==> src/rtl/conv_pe_ctrl_pkg.sv <==
// Shared constants and state encoding for the 3x3 PE sequencer.
package conv_pe_ctrl_pkg;

    localparam int KTAPS  = 9;
    localparam int PROD_W = 25;
    localparam int WGT_W  = 16;
    // Nine full-width products need clog2(9)=4 bits of headroom.
    localparam int KSUM_W = PROD_W + $clog2(KTAPS);

    typedef enum logic [2:0] {
        S_IDLE,
        S_LOAD,
        S_SETTLE,
        S_RUN,
        S_DRAIN,
        S_FIN
    } state_e;

endpackage

==> src/rtl/conv_pe_ctrl_if.sv <==
// Bus bundle between the sequencer, weight SRAM, line buffer, PE array and output writer.
interface conv_pe_ctrl_if #(
    parameter int ADDR_W = 12,
    parameter int PIX_W  = 16,
    parameter int SUM_W  = conv_pe_ctrl_pkg::KSUM_W
);
    logic                                   start;
    logic [ADDR_W-1:0]                      cfg_wbase;
    logic [PIX_W-1:0]                       cfg_nker;
    logic [PIX_W-1:0]                       cfg_npix;
    logic                                   cfg_relu;
    logic                                   busy;
    logic                                   done;
    logic                                   w_rd;
    logic [ADDR_W-1:0]                      w_addr;
    logic signed [conv_pe_ctrl_pkg::WGT_W-1:0]  w_data;
    logic                                   pe_kernel_rf_en;
    logic [conv_pe_ctrl_pkg::WGT_W-1:0]     pe_kernel_data;
    logic signed [conv_pe_ctrl_pkg::PROD_W-1:0] prod0, prod1, prod2, prod3, prod4,
                                                prod5, prod6, prod7, prod8;
    logic                                   win_valid;
    logic                                   win_ready;
    logic [SUM_W-1:0]                       out_data;
    logic                                   out_valid;
    logic                                   out_ready;

    modport master (
        input  start, cfg_wbase, cfg_nker, cfg_npix, cfg_relu, w_data,
               prod0, prod1, prod2, prod3, prod4, prod5, prod6, prod7, prod8,
               win_valid, out_ready,
        output busy, done, w_rd, w_addr, pe_kernel_rf_en, pe_kernel_data,
               win_ready, out_data, out_valid
    );

    modport slave (
        output start, cfg_wbase, cfg_nker, cfg_npix, cfg_relu, w_data,
               prod0, prod1, prod2, prod3, prod4, prod5, prod6, prod7, prod8,
               win_valid, out_ready,
        input  busy, done, w_rd, w_addr, pe_kernel_rf_en, pe_kernel_data,
               win_ready, out_data, out_valid
    );
endinterface

==> src/rtl/conv_pe_ctrl_pe_sum_tree.sv <==
// Combinational 9-input signed adder tree with optional ReLU clamp.
module pe_sum_tree
    import conv_pe_ctrl_pkg::*;
#(
    parameter int SUM_W = KSUM_W
) (
    input  logic [KTAPS-1:0][PROD_W-1:0] prod_i,
    input  logic                         relu_i,
    output logic [SUM_W-1:0]             sum_o
);

    logic [KTAPS-1:0][SUM_W-1:0] ext;
    logic [3:0][SUM_W-1:0]       lvl1;
    logic [1:0][SUM_W-1:0]       lvl2;
    logic [SUM_W-1:0]            lvl3;
    logic [SUM_W-1:0]            total;

    for (genvar g = 0; g < KTAPS; g++) begin : g_ext
        assign ext[g] = {{(SUM_W-PROD_W){prod_i[g][PROD_W-1]}}, prod_i[g]};
    end

    // Pairwise reduction of taps 0..7; tap 8 joins at the root.
    for (genvar g = 0; g < 4; g++) begin : g_l1
        assign lvl1[g] = ext[2*g] + ext[2*g+1];
    end

    for (genvar g = 0; g < 2; g++) begin : g_l2
        assign lvl2[g] = lvl1[2*g] + lvl1[2*g+1];
    end

    assign lvl3  = lvl2[0] + lvl2[1];
    assign total = lvl3 + ext[KTAPS-1];
    assign sum_o = (relu_i && total[SUM_W-1]) ? '0 : total;

endmodule

==> src/rtl/conv_pe_ctrl.sv <==
// Sequencer for the 3x3 PE array: loads each kernel's weights, streams windows, registers sums.
module conv_pe_ctrl
    import conv_pe_ctrl_pkg::*;
#(
    parameter int ADDR_W = 12,
    parameter int PIX_W  = 16,
    parameter int SUM_W  = KSUM_W
) (
    input  logic           clk,
    input  logic           rst,
    conv_pe_ctrl_if.master bus
);

    localparam logic [3:0] TAP_LAST = 4'(KTAPS);

    state_e               state_q, state_d;
    logic [3:0]           tap_q, tap_d;
    logic [PIX_W-1:0]     ker_q, ker_d;
    logic [PIX_W-1:0]     pix_q, pix_d;
    logic [PIX_W-1:0]     nker_q, nker_d;
    logic [PIX_W-1:0]     npix_q, npix_d;
    logic [ADDR_W-1:0]    kbase_q, kbase_d;
    logic                 relu_q, relu_d;
    logic [SUM_W-1:0]     out_data_q, out_data_d;
    logic                 out_valid_q, out_valid_d;

    logic                 win_ready;
    logic                 accept;
    logic                 last_ker;
    logic                 last_pix;
    logic                 adv_ker;
    logic                 w_rd;
    logic [ADDR_W-1:0]    w_addr;
    logic                 rf_en;
    logic [WGT_W-1:0]     kdata;
    logic                 done;
    logic [SUM_W-1:0]     sum;
    logic [KTAPS-1:0][PROD_W-1:0] prod;

    assign prod = {bus.prod8, bus.prod7, bus.prod6, bus.prod5, bus.prod4,
                   bus.prod3, bus.prod2, bus.prod1, bus.prod0};

    pe_sum_tree #(.SUM_W(SUM_W)) u_sum (
        .prod_i (prod),
        .relu_i (relu_q),
        .sum_o  (sum)
    );

    assign win_ready = (state_q == S_RUN) && (!out_valid_q || bus.out_ready);
    assign accept    = bus.win_valid && win_ready;
    assign last_ker  = (ker_q == nker_q - PIX_W'(1));
    assign last_pix  = (pix_q == npix_q - PIX_W'(1));

    always_comb begin
        state_d = state_q;
        tap_d   = tap_q;
        ker_d   = ker_q;
        pix_d   = pix_q;
        nker_d  = nker_q;
        npix_d  = npix_q;
        kbase_d = kbase_q;
        relu_d  = relu_q;
        adv_ker = 1'b0;
        w_rd    = 1'b0;
        w_addr  = '0;
        rf_en   = 1'b1;
        kdata   = '0;
        done    = 1'b0;

        unique case (state_q)
            S_IDLE: begin
                if (bus.start) begin
                    kbase_d = bus.cfg_wbase;
                    nker_d  = bus.cfg_nker;
                    npix_d  = bus.cfg_npix;
                    relu_d  = bus.cfg_relu;
                    ker_d   = '0;
                    pix_d   = '0;
                    tap_d   = '0;
                    state_d = (bus.cfg_nker == '0) ? S_FIN : S_LOAD;
                end
            end
            S_LOAD: begin
                // Read strobe leads the PE capture by one cycle to match SRAM latency.
                if (tap_q < TAP_LAST) begin
                    w_rd   = 1'b1;
                    w_addr = kbase_q + ADDR_W'(tap_q);
                end
                if (tap_q != '0) begin
                    rf_en = 1'b0;
                    kdata = bus.w_data;
                end
                if (tap_q == TAP_LAST) begin
                    tap_d   = '0;
                    state_d = S_SETTLE;
                end else begin
                    tap_d = tap_q + 4'd1;
                end
            end
            S_SETTLE: begin
                pix_d = '0;
                if (npix_q == '0) adv_ker = 1'b1;
                else              state_d = S_RUN;
            end
            S_RUN: begin
                if (accept) begin
                    pix_d = pix_q + PIX_W'(1);
                    if (last_pix) adv_ker = 1'b1;
                end
            end
            S_DRAIN: begin
                if (!out_valid_q || bus.out_ready) state_d = S_FIN;
            end
            S_FIN: begin
                done    = 1'b1;
                state_d = S_IDLE;
            end
            default: state_d = S_IDLE;
        endcase

        // Next kernel may start loading while a result still waits downstream.
        if (adv_ker) begin
            if (last_ker) begin
                state_d = S_DRAIN;
            end else begin
                ker_d   = ker_q + PIX_W'(1);
                kbase_d = kbase_q + ADDR_W'(KTAPS);
                tap_d   = '0;
                state_d = S_LOAD;
            end
        end
    end

    always_comb begin
        out_valid_d = out_valid_q;
        out_data_d  = out_data_q;
        if (out_valid_q && bus.out_ready) out_valid_d = 1'b0;
        if (accept) begin
            out_valid_d = 1'b1;
            out_data_d  = sum;
        end
    end

    always_ff @(posedge clk or posedge rst) begin
        if (rst) begin
            state_q     <= S_IDLE;
            tap_q       <= '0;
            ker_q       <= '0;
            pix_q       <= '0;
            nker_q      <= '0;
            npix_q      <= '0;
            kbase_q     <= '0;
            relu_q      <= 1'b0;
            out_data_q  <= '0;
            out_valid_q <= 1'b0;
        end else begin
            state_q     <= state_d;
            tap_q       <= tap_d;
            ker_q       <= ker_d;
            pix_q       <= pix_d;
            nker_q      <= nker_d;
            npix_q      <= npix_d;
            kbase_q     <= kbase_d;
            relu_q      <= relu_d;
            out_data_q  <= out_data_d;
            out_valid_q <= out_valid_d;
        end
    end

    assign bus.busy            = (state_q != S_IDLE);
    assign bus.done            = done;
    assign bus.w_rd            = w_rd;
    assign bus.w_addr          = w_addr;
    assign bus.pe_kernel_rf_en = rf_en;
    assign bus.pe_kernel_data  = kdata;
    assign bus.win_ready       = win_ready;
    assign bus.out_data        = out_data_q;
    assign bus.out_valid       = out_valid_q;

endmodule

==> src/flat_wrapper.sv <==
// flat-port wrapper written by rule: the top's interface ports become plain ports
module conv_pe_ctrl_flat import conv_pe_ctrl_pkg::*;
#(
    parameter int ADDR_W = 12,
    parameter int PIX_W  = 16,
    parameter int SUM_W  = KSUM_W
)
  (clk, rst, bus_start, bus_cfg_wbase, bus_cfg_nker, bus_cfg_npix, bus_cfg_relu, bus_w_data, bus_prod0, bus_prod1, bus_prod2, bus_prod3, bus_prod4, bus_prod5, bus_prod6, bus_prod7, bus_prod8, bus_win_valid, bus_out_ready, bus_busy, bus_done, bus_w_rd, bus_w_addr, bus_pe_kernel_rf_en, bus_pe_kernel_data, bus_win_ready, bus_out_data, bus_out_valid);
  conv_pe_ctrl_if #(.ADDR_W(ADDR_W), .PIX_W(PIX_W), .SUM_W(SUM_W)) bus_i ();
  input  logic clk;
  input  logic rst;
  input wire logic [$bits(bus_i.start)-1:0] bus_start;
  input wire logic [$bits(bus_i.cfg_wbase)-1:0] bus_cfg_wbase;
  input wire logic [$bits(bus_i.cfg_nker)-1:0] bus_cfg_nker;
  input wire logic [$bits(bus_i.cfg_npix)-1:0] bus_cfg_npix;
  input wire logic [$bits(bus_i.cfg_relu)-1:0] bus_cfg_relu;
  input wire logic [$bits(bus_i.w_data)-1:0] bus_w_data;
  input wire logic [$bits(bus_i.prod0)-1:0] bus_prod0;
  input wire logic [$bits(bus_i.prod1)-1:0] bus_prod1;
  input wire logic [$bits(bus_i.prod2)-1:0] bus_prod2;
  input wire logic [$bits(bus_i.prod3)-1:0] bus_prod3;
  input wire logic [$bits(bus_i.prod4)-1:0] bus_prod4;
  input wire logic [$bits(bus_i.prod5)-1:0] bus_prod5;
  input wire logic [$bits(bus_i.prod6)-1:0] bus_prod6;
  input wire logic [$bits(bus_i.prod7)-1:0] bus_prod7;
  input wire logic [$bits(bus_i.prod8)-1:0] bus_prod8;
  input wire logic [$bits(bus_i.win_valid)-1:0] bus_win_valid;
  input wire logic [$bits(bus_i.out_ready)-1:0] bus_out_ready;
  output wire logic [$bits(bus_i.busy)-1:0] bus_busy;
  output wire logic [$bits(bus_i.done)-1:0] bus_done;
  output wire logic [$bits(bus_i.w_rd)-1:0] bus_w_rd;
  output wire logic [$bits(bus_i.w_addr)-1:0] bus_w_addr;
  output wire logic [$bits(bus_i.pe_kernel_rf_en)-1:0] bus_pe_kernel_rf_en;
  output wire logic [$bits(bus_i.pe_kernel_data)-1:0] bus_pe_kernel_data;
  output wire logic [$bits(bus_i.win_ready)-1:0] bus_win_ready;
  output wire logic [$bits(bus_i.out_data)-1:0] bus_out_data;
  output wire logic [$bits(bus_i.out_valid)-1:0] bus_out_valid;
  assign bus_i.start = bus_start;
  assign bus_i.cfg_wbase = bus_cfg_wbase;
  assign bus_i.cfg_nker = bus_cfg_nker;
  assign bus_i.cfg_npix = bus_cfg_npix;
  assign bus_i.cfg_relu = bus_cfg_relu;
  assign bus_i.w_data = bus_w_data;
  assign bus_i.prod0 = bus_prod0;
  assign bus_i.prod1 = bus_prod1;
  assign bus_i.prod2 = bus_prod2;
  assign bus_i.prod3 = bus_prod3;
  assign bus_i.prod4 = bus_prod4;
  assign bus_i.prod5 = bus_prod5;
  assign bus_i.prod6 = bus_prod6;
  assign bus_i.prod7 = bus_prod7;
  assign bus_i.prod8 = bus_prod8;
  assign bus_i.win_valid = bus_win_valid;
  assign bus_i.out_ready = bus_out_ready;
  assign bus_busy = bus_i.busy;
  assign bus_done = bus_i.done;
  assign bus_w_rd = bus_i.w_rd;
  assign bus_w_addr = bus_i.w_addr;
  assign bus_pe_kernel_rf_en = bus_i.pe_kernel_rf_en;
  assign bus_pe_kernel_data = bus_i.pe_kernel_data;
  assign bus_win_ready = bus_i.win_ready;
  assign bus_out_data = bus_i.out_data;
  assign bus_out_valid = bus_i.out_valid;
  conv_pe_ctrl #(.ADDR_W(ADDR_W), .PIX_W(PIX_W), .SUM_W(SUM_W)) u_core (.clk(clk), .rst(rst), .bus(bus_i));
endmodule
==> config.mk <==
export PLATFORM = sky130hd
export DESIGN_NAME = conv_pe_ctrl_flat
export DESIGN_NICKNAME = d
export VERILOG_FILES = /design/src/rtl/conv_pe_ctrl_pkg.sv /design/src/rtl/conv_pe_ctrl_if.sv /design/src/rtl/conv_pe_ctrl_pe_sum_tree.sv /design/src/rtl/conv_pe_ctrl.sv /design/src/flat_wrapper.sv
export SDC_FILE = /design/constraint.sdc
export NUM_CORES = 1
export LEC_CHECK = 0
export CAP_MARGIN = 5
export CELL_PAD_IN_SITES_DETAIL_PLACEMENT = 1
export CELL_PAD_IN_SITES_GLOBAL_PLACEMENT = 2
export CORE_ASPECT_RATIO = 0.5
export CORE_MARGIN = 5
export CORE_UTILIZATION = 25
export DETAILED_ROUTE_END_ITERATION = 12
export GPL_TIMING_DRIVEN = 0
export PLACE_DENSITY_LB_ADDON = 0.12
export SLEW_MARGIN = 10
export SYNTH_ARGS = -nofsm -noshare
export SYNTH_HDL_FRONTEND = slang
export SYNTH_HIERARCHICAL = 1
export SYNTH_SLANG_ARGS = --single-unit
export TNS_END_PERCENT = 30
==> constraint.sdc <==
create_clock -name clk -period 4.9 [get_ports clk]
set_input_delay 0.735 -clock clk [delete_from_list [all_inputs] [get_ports clk]]
set_output_delay 0.735 -clock clk [all_outputs]
set_load 0.005 [all_outputs]
==> out/qor.yml <==
cts-buffers-inserted: 17
gp_congestion: 0.7980
mappedNetlistArea_sq_um: 13140
groute.usage.overall_pct: 14.20
yosys.area.top_type_share_pct: 27.27
post-route-worst-setup-slack_ns: -0.1053
post_synth_num_cell_types: 89
synth_area_per_cell_sq_um: 8.856
yosysTopAreaCell: "sky130_fd_sc_hd__fa_1"
grt_pass1_wl_microns: 65670
regToRegEndpoint: "u_core/ker_q[14]"
h-tree-depth: 4
port_buffers: 353
critical_path.cell_chain: "buf_6 > fa_1 > fa_1 > fa_1 > inv_2 > fa_1 > inv_2 > ha_4 > fa_2 > a211o_1 > o211ai_2 > a211o_1 > nand4_1 > a21oi_2 > a31oi_1 > o311ai_2 > buf_6 > nor2_2 > mux2_4 > nand2_2 > nand2_1"
cts_tree: "yes"
yosys-top-cells-count: "sky130_fd_sc_hd__inv_1 (272), sky130_fd_sc_hd__nand2_1 (237), sky130_fd_sc_hd__fa_1 (179)"
cp_dominant_cell_by_count: "sky130_fd_sc_hd__fa_1"
max_cap_violation_count: 0
ys_dominant_reg_cell: "sky130_fd_sc_hd__dfrtp_1"
timing.hold.ws_ns: 0.4706
final-max-slew-violation-count: 0
timing.critical_path.from: "bus_prod6[2]"
antenna_found_initial: 0
synth_nets: 1992
die_height_microns: 172.1
ant_nets: 0
post_synthesis_cells: 1484
clk_buf_depth: 2
critPathKind: "in -> reg"
violations: "negative setup slack"
clock-sinks: 114
die_x_microns: 334.3
worst-path-max-fanout: 5
post-layout-total-power_mw: 13.35
cts_root_buffer: "sky130_fd_sc_hd__clkbuf_16"
synth_seq_cells: 114
drt-vias-per-instance: 4.367
drc: 0
status: "finished, violations left"
die-area_sq_um: 57530
cp-endpoint: "u_core/bus.out_data[27]"
drt_pre_antenna_iters: 4
seq_area_frac_synth_pct: 21.71
worstPathBufferInverterCount: 4
final_period_minus_worst_setup_slack_ns: 5.005
cp_data_arrival_time_ns: 5.32
critPathMaxStageDelay_ns: 0.58
dr_total_vias: 11370
ir_drop_mv: 0.3577
clock-skew-final_ns: 0.01250
first_iter_violations: 377
clkTransAtPathRegs_ns: 0.05
antennaDiodeCount: 0
wl_per_cell_microns: 15.91
hold_path_class: "reg -> reg"
place.detailed.hpwl_microns: 34480
io-pin-count: 354
core_area_sq_um: 51970
setup_viol: 28
insertion_delay_ns: 0.43
crit_path_top_delay_cell: "sky130_fd_sc_hd__fa_1"
hold_violations: 0
yosys_warnings: 6
grt_start_max_net_pins: 65
worst-endpoint-required_ns: 5.22
fillers: 6065
initial_core_util_pct: 25.29
unrepaired_setup_endpoints_after_global_routing: "yes"
post_route_cells_drive_above_1_share_pct: 14.87
power_per_cell_area_nw_per_um2: 699.2
critical_path_depth: 21
postCtsHoldBufs: 0
relative_slew_margins_pct: 44.32
setup.worst_path.start_class: "input pin"
synth_async_sr_flop_share_pct: 100.0
worstMarginPinSlew_ns: 0.8283
grt_overflow_total: 0
leakage_nw: 9.172
totalWireLength_microns: 41440
clock.fmax_mhz: 199.8
synth-edff-count: 0
setup.reg_to_reg.worst_slack_ns: 1.32
final.period_utilization_pct: 102.1
synthMostInstantiatedCell: "sky130_fd_sc_hd__inv_1"
r2r.worst_path.cells: 11
nets: 2400
synth.area.top_cells: "sky130_fd_sc_hd__fa_1 (27%), sky130_fd_sc_hd__dfrtp_1 (22%), sky130_fd_sc_hd__inv_1 (7.8%), sky130_fd_sc_hd__nand2_1 (6.8%), sky130_fd_sc_hd__ha_1 (3.6%)"
row_count: 59
reg2reg_from: "u_core/npix_q[0]"
cp-end-kind: "flip-flop"
grt_pass1_vias: 12480
crit_path_max_delay_family: "adder cells"
syn_to_final_growth_pct: 45.28
placed cells by master, fill, tap and decap left out, drive strengths merged, types with 22 or more instances in the layout:
cell type and n:
a21oi 52, xnor2 40, ha 38, buf 63, mux2i 22, a21o 26, o21ai 42, xor2 39
inv 272, clkbuf 61, dlymetal6s2s 66, nand2 238, and2 25, dfrtp 114, nor3 33, clkdlybuf4s50 237
nand3 28, nor2 88, fa 179
how the worst min path moves through the flow:
stage	slack (ns)	endpoint	from	cells past startpoint
floorplan	0.47	u_core/nker_q[15]	u_core/nker_q[15]	2
global placement	0.46	u_core/bus.out_data[24]	u_core/bus.out_data[24]	2
detailed placement	0.46	u_core/bus.out_data[24]	u_core/bus.out_data[24]	2
CTS	0.47	u_core/bus.out_data[27]	u_core/bus.out_data[27]	2
global route	0.50	u_core/bus.out_data[0]	u_core/bus.out_data[0]	2
finish	0.47	u_core/bus.out_data[24]	u_core/bus.out_data[24]	2
sequential cells by signal, indices dropped and copies added (netlist names):
| signal | cells |
|---|---|
| u_core/kbase_q | 12 |
| u_core/nker_q | 16 |
| u_core/pix_q | 16 |
| u_core/ker_q | 16 |
| u_core/tap_q | 4 |
| u_core/bus.out_data | 29 |
| u_core/state_q | 3 |
| u_core/bus.out_valid | 1 |
| u_core/npix_q | 16 |
| u_core/relu_q | 1 |
tightest hold or removal path: cells and delay by family (launching register included):
family,cells,cell delay [ns]
DFF,1,0.33
and+or+nand+nor,2,0.11
layer usage:
metal / vias up / wire, microns / track usage (%)
li1: 5564 / - / -
met1: 5661 / 18000 / 17.52
met2: 123 / 22110 / 26.92
met3: 24 / 976 / 1.848
met4: 0 / 345 / 2.764
met5: - / 0 / 0
stage by stage:
step,setup WS [ns],cell area (sq um),std cells,setup TNS (ns),utilization [%]
after floorplan,-0.03720,13150,1484,-0.05853,-
after global placement,-1.395,17560,2538,-181.44,33.79
after detailed placement,-0.9465,17600,2539,-24.26,33.86
after CTS,-0.1774,18440,2581,-3.859,35.48
after global routing,-0.2345,19090,2604,-5.337,36.74
final,-0.1053,19090,2604,-1.465,36.74
final cells by class:
class / instances / area (sq um) / area share (%)
Timing Repair Buffer: 390 / 3905 / 20.45
Clock inverter: 6 / 80.08 / 0.4194
Buffer: 45 / 251.5 / 1.317
Tap cell: 701 / 877.1 / 4.594
Sequential cell: 114 / 2853 / 14.94
Inverter: 272 / 1026 / 5.374
Clock buffer: 24 / 481.7 / 2.523
Multi-Input combinational cell: 1052 / 9619 / 50.38
repair_timing:
action                                  4_1_cts  5_1_grt
resized for setup                           141      205
pin swaps                                    70      127
endpoints found under the setup margin       29       29
buffers inserted                             13       23
kinds of logic (layout without fill, tap and decap cells):
group / after synthesis / in the layout / synth area share [%]
fa+ha+maj: 217 / 217 / 30.88
mux: 23 / 23 / 1.761
compound gates: 196 / 196 / 10.56
buf+inv: 318 / 737 / 9.615
xor+xnor: 79 / 79 / 5.265
flops: 114 / 114 / 21.71
simple gates: 537 / 537 / 20.21
power by group:
part	internal [mW]	switching, mW	total (mW)
Sequential	1.19	0.212	1.41
Clock	0.779	0.460	1.24
Combinational	5.14	5.56	10.7
Total	7.11	6.24	13.4
Note: power is estimated with default switching activity, not from simulation.
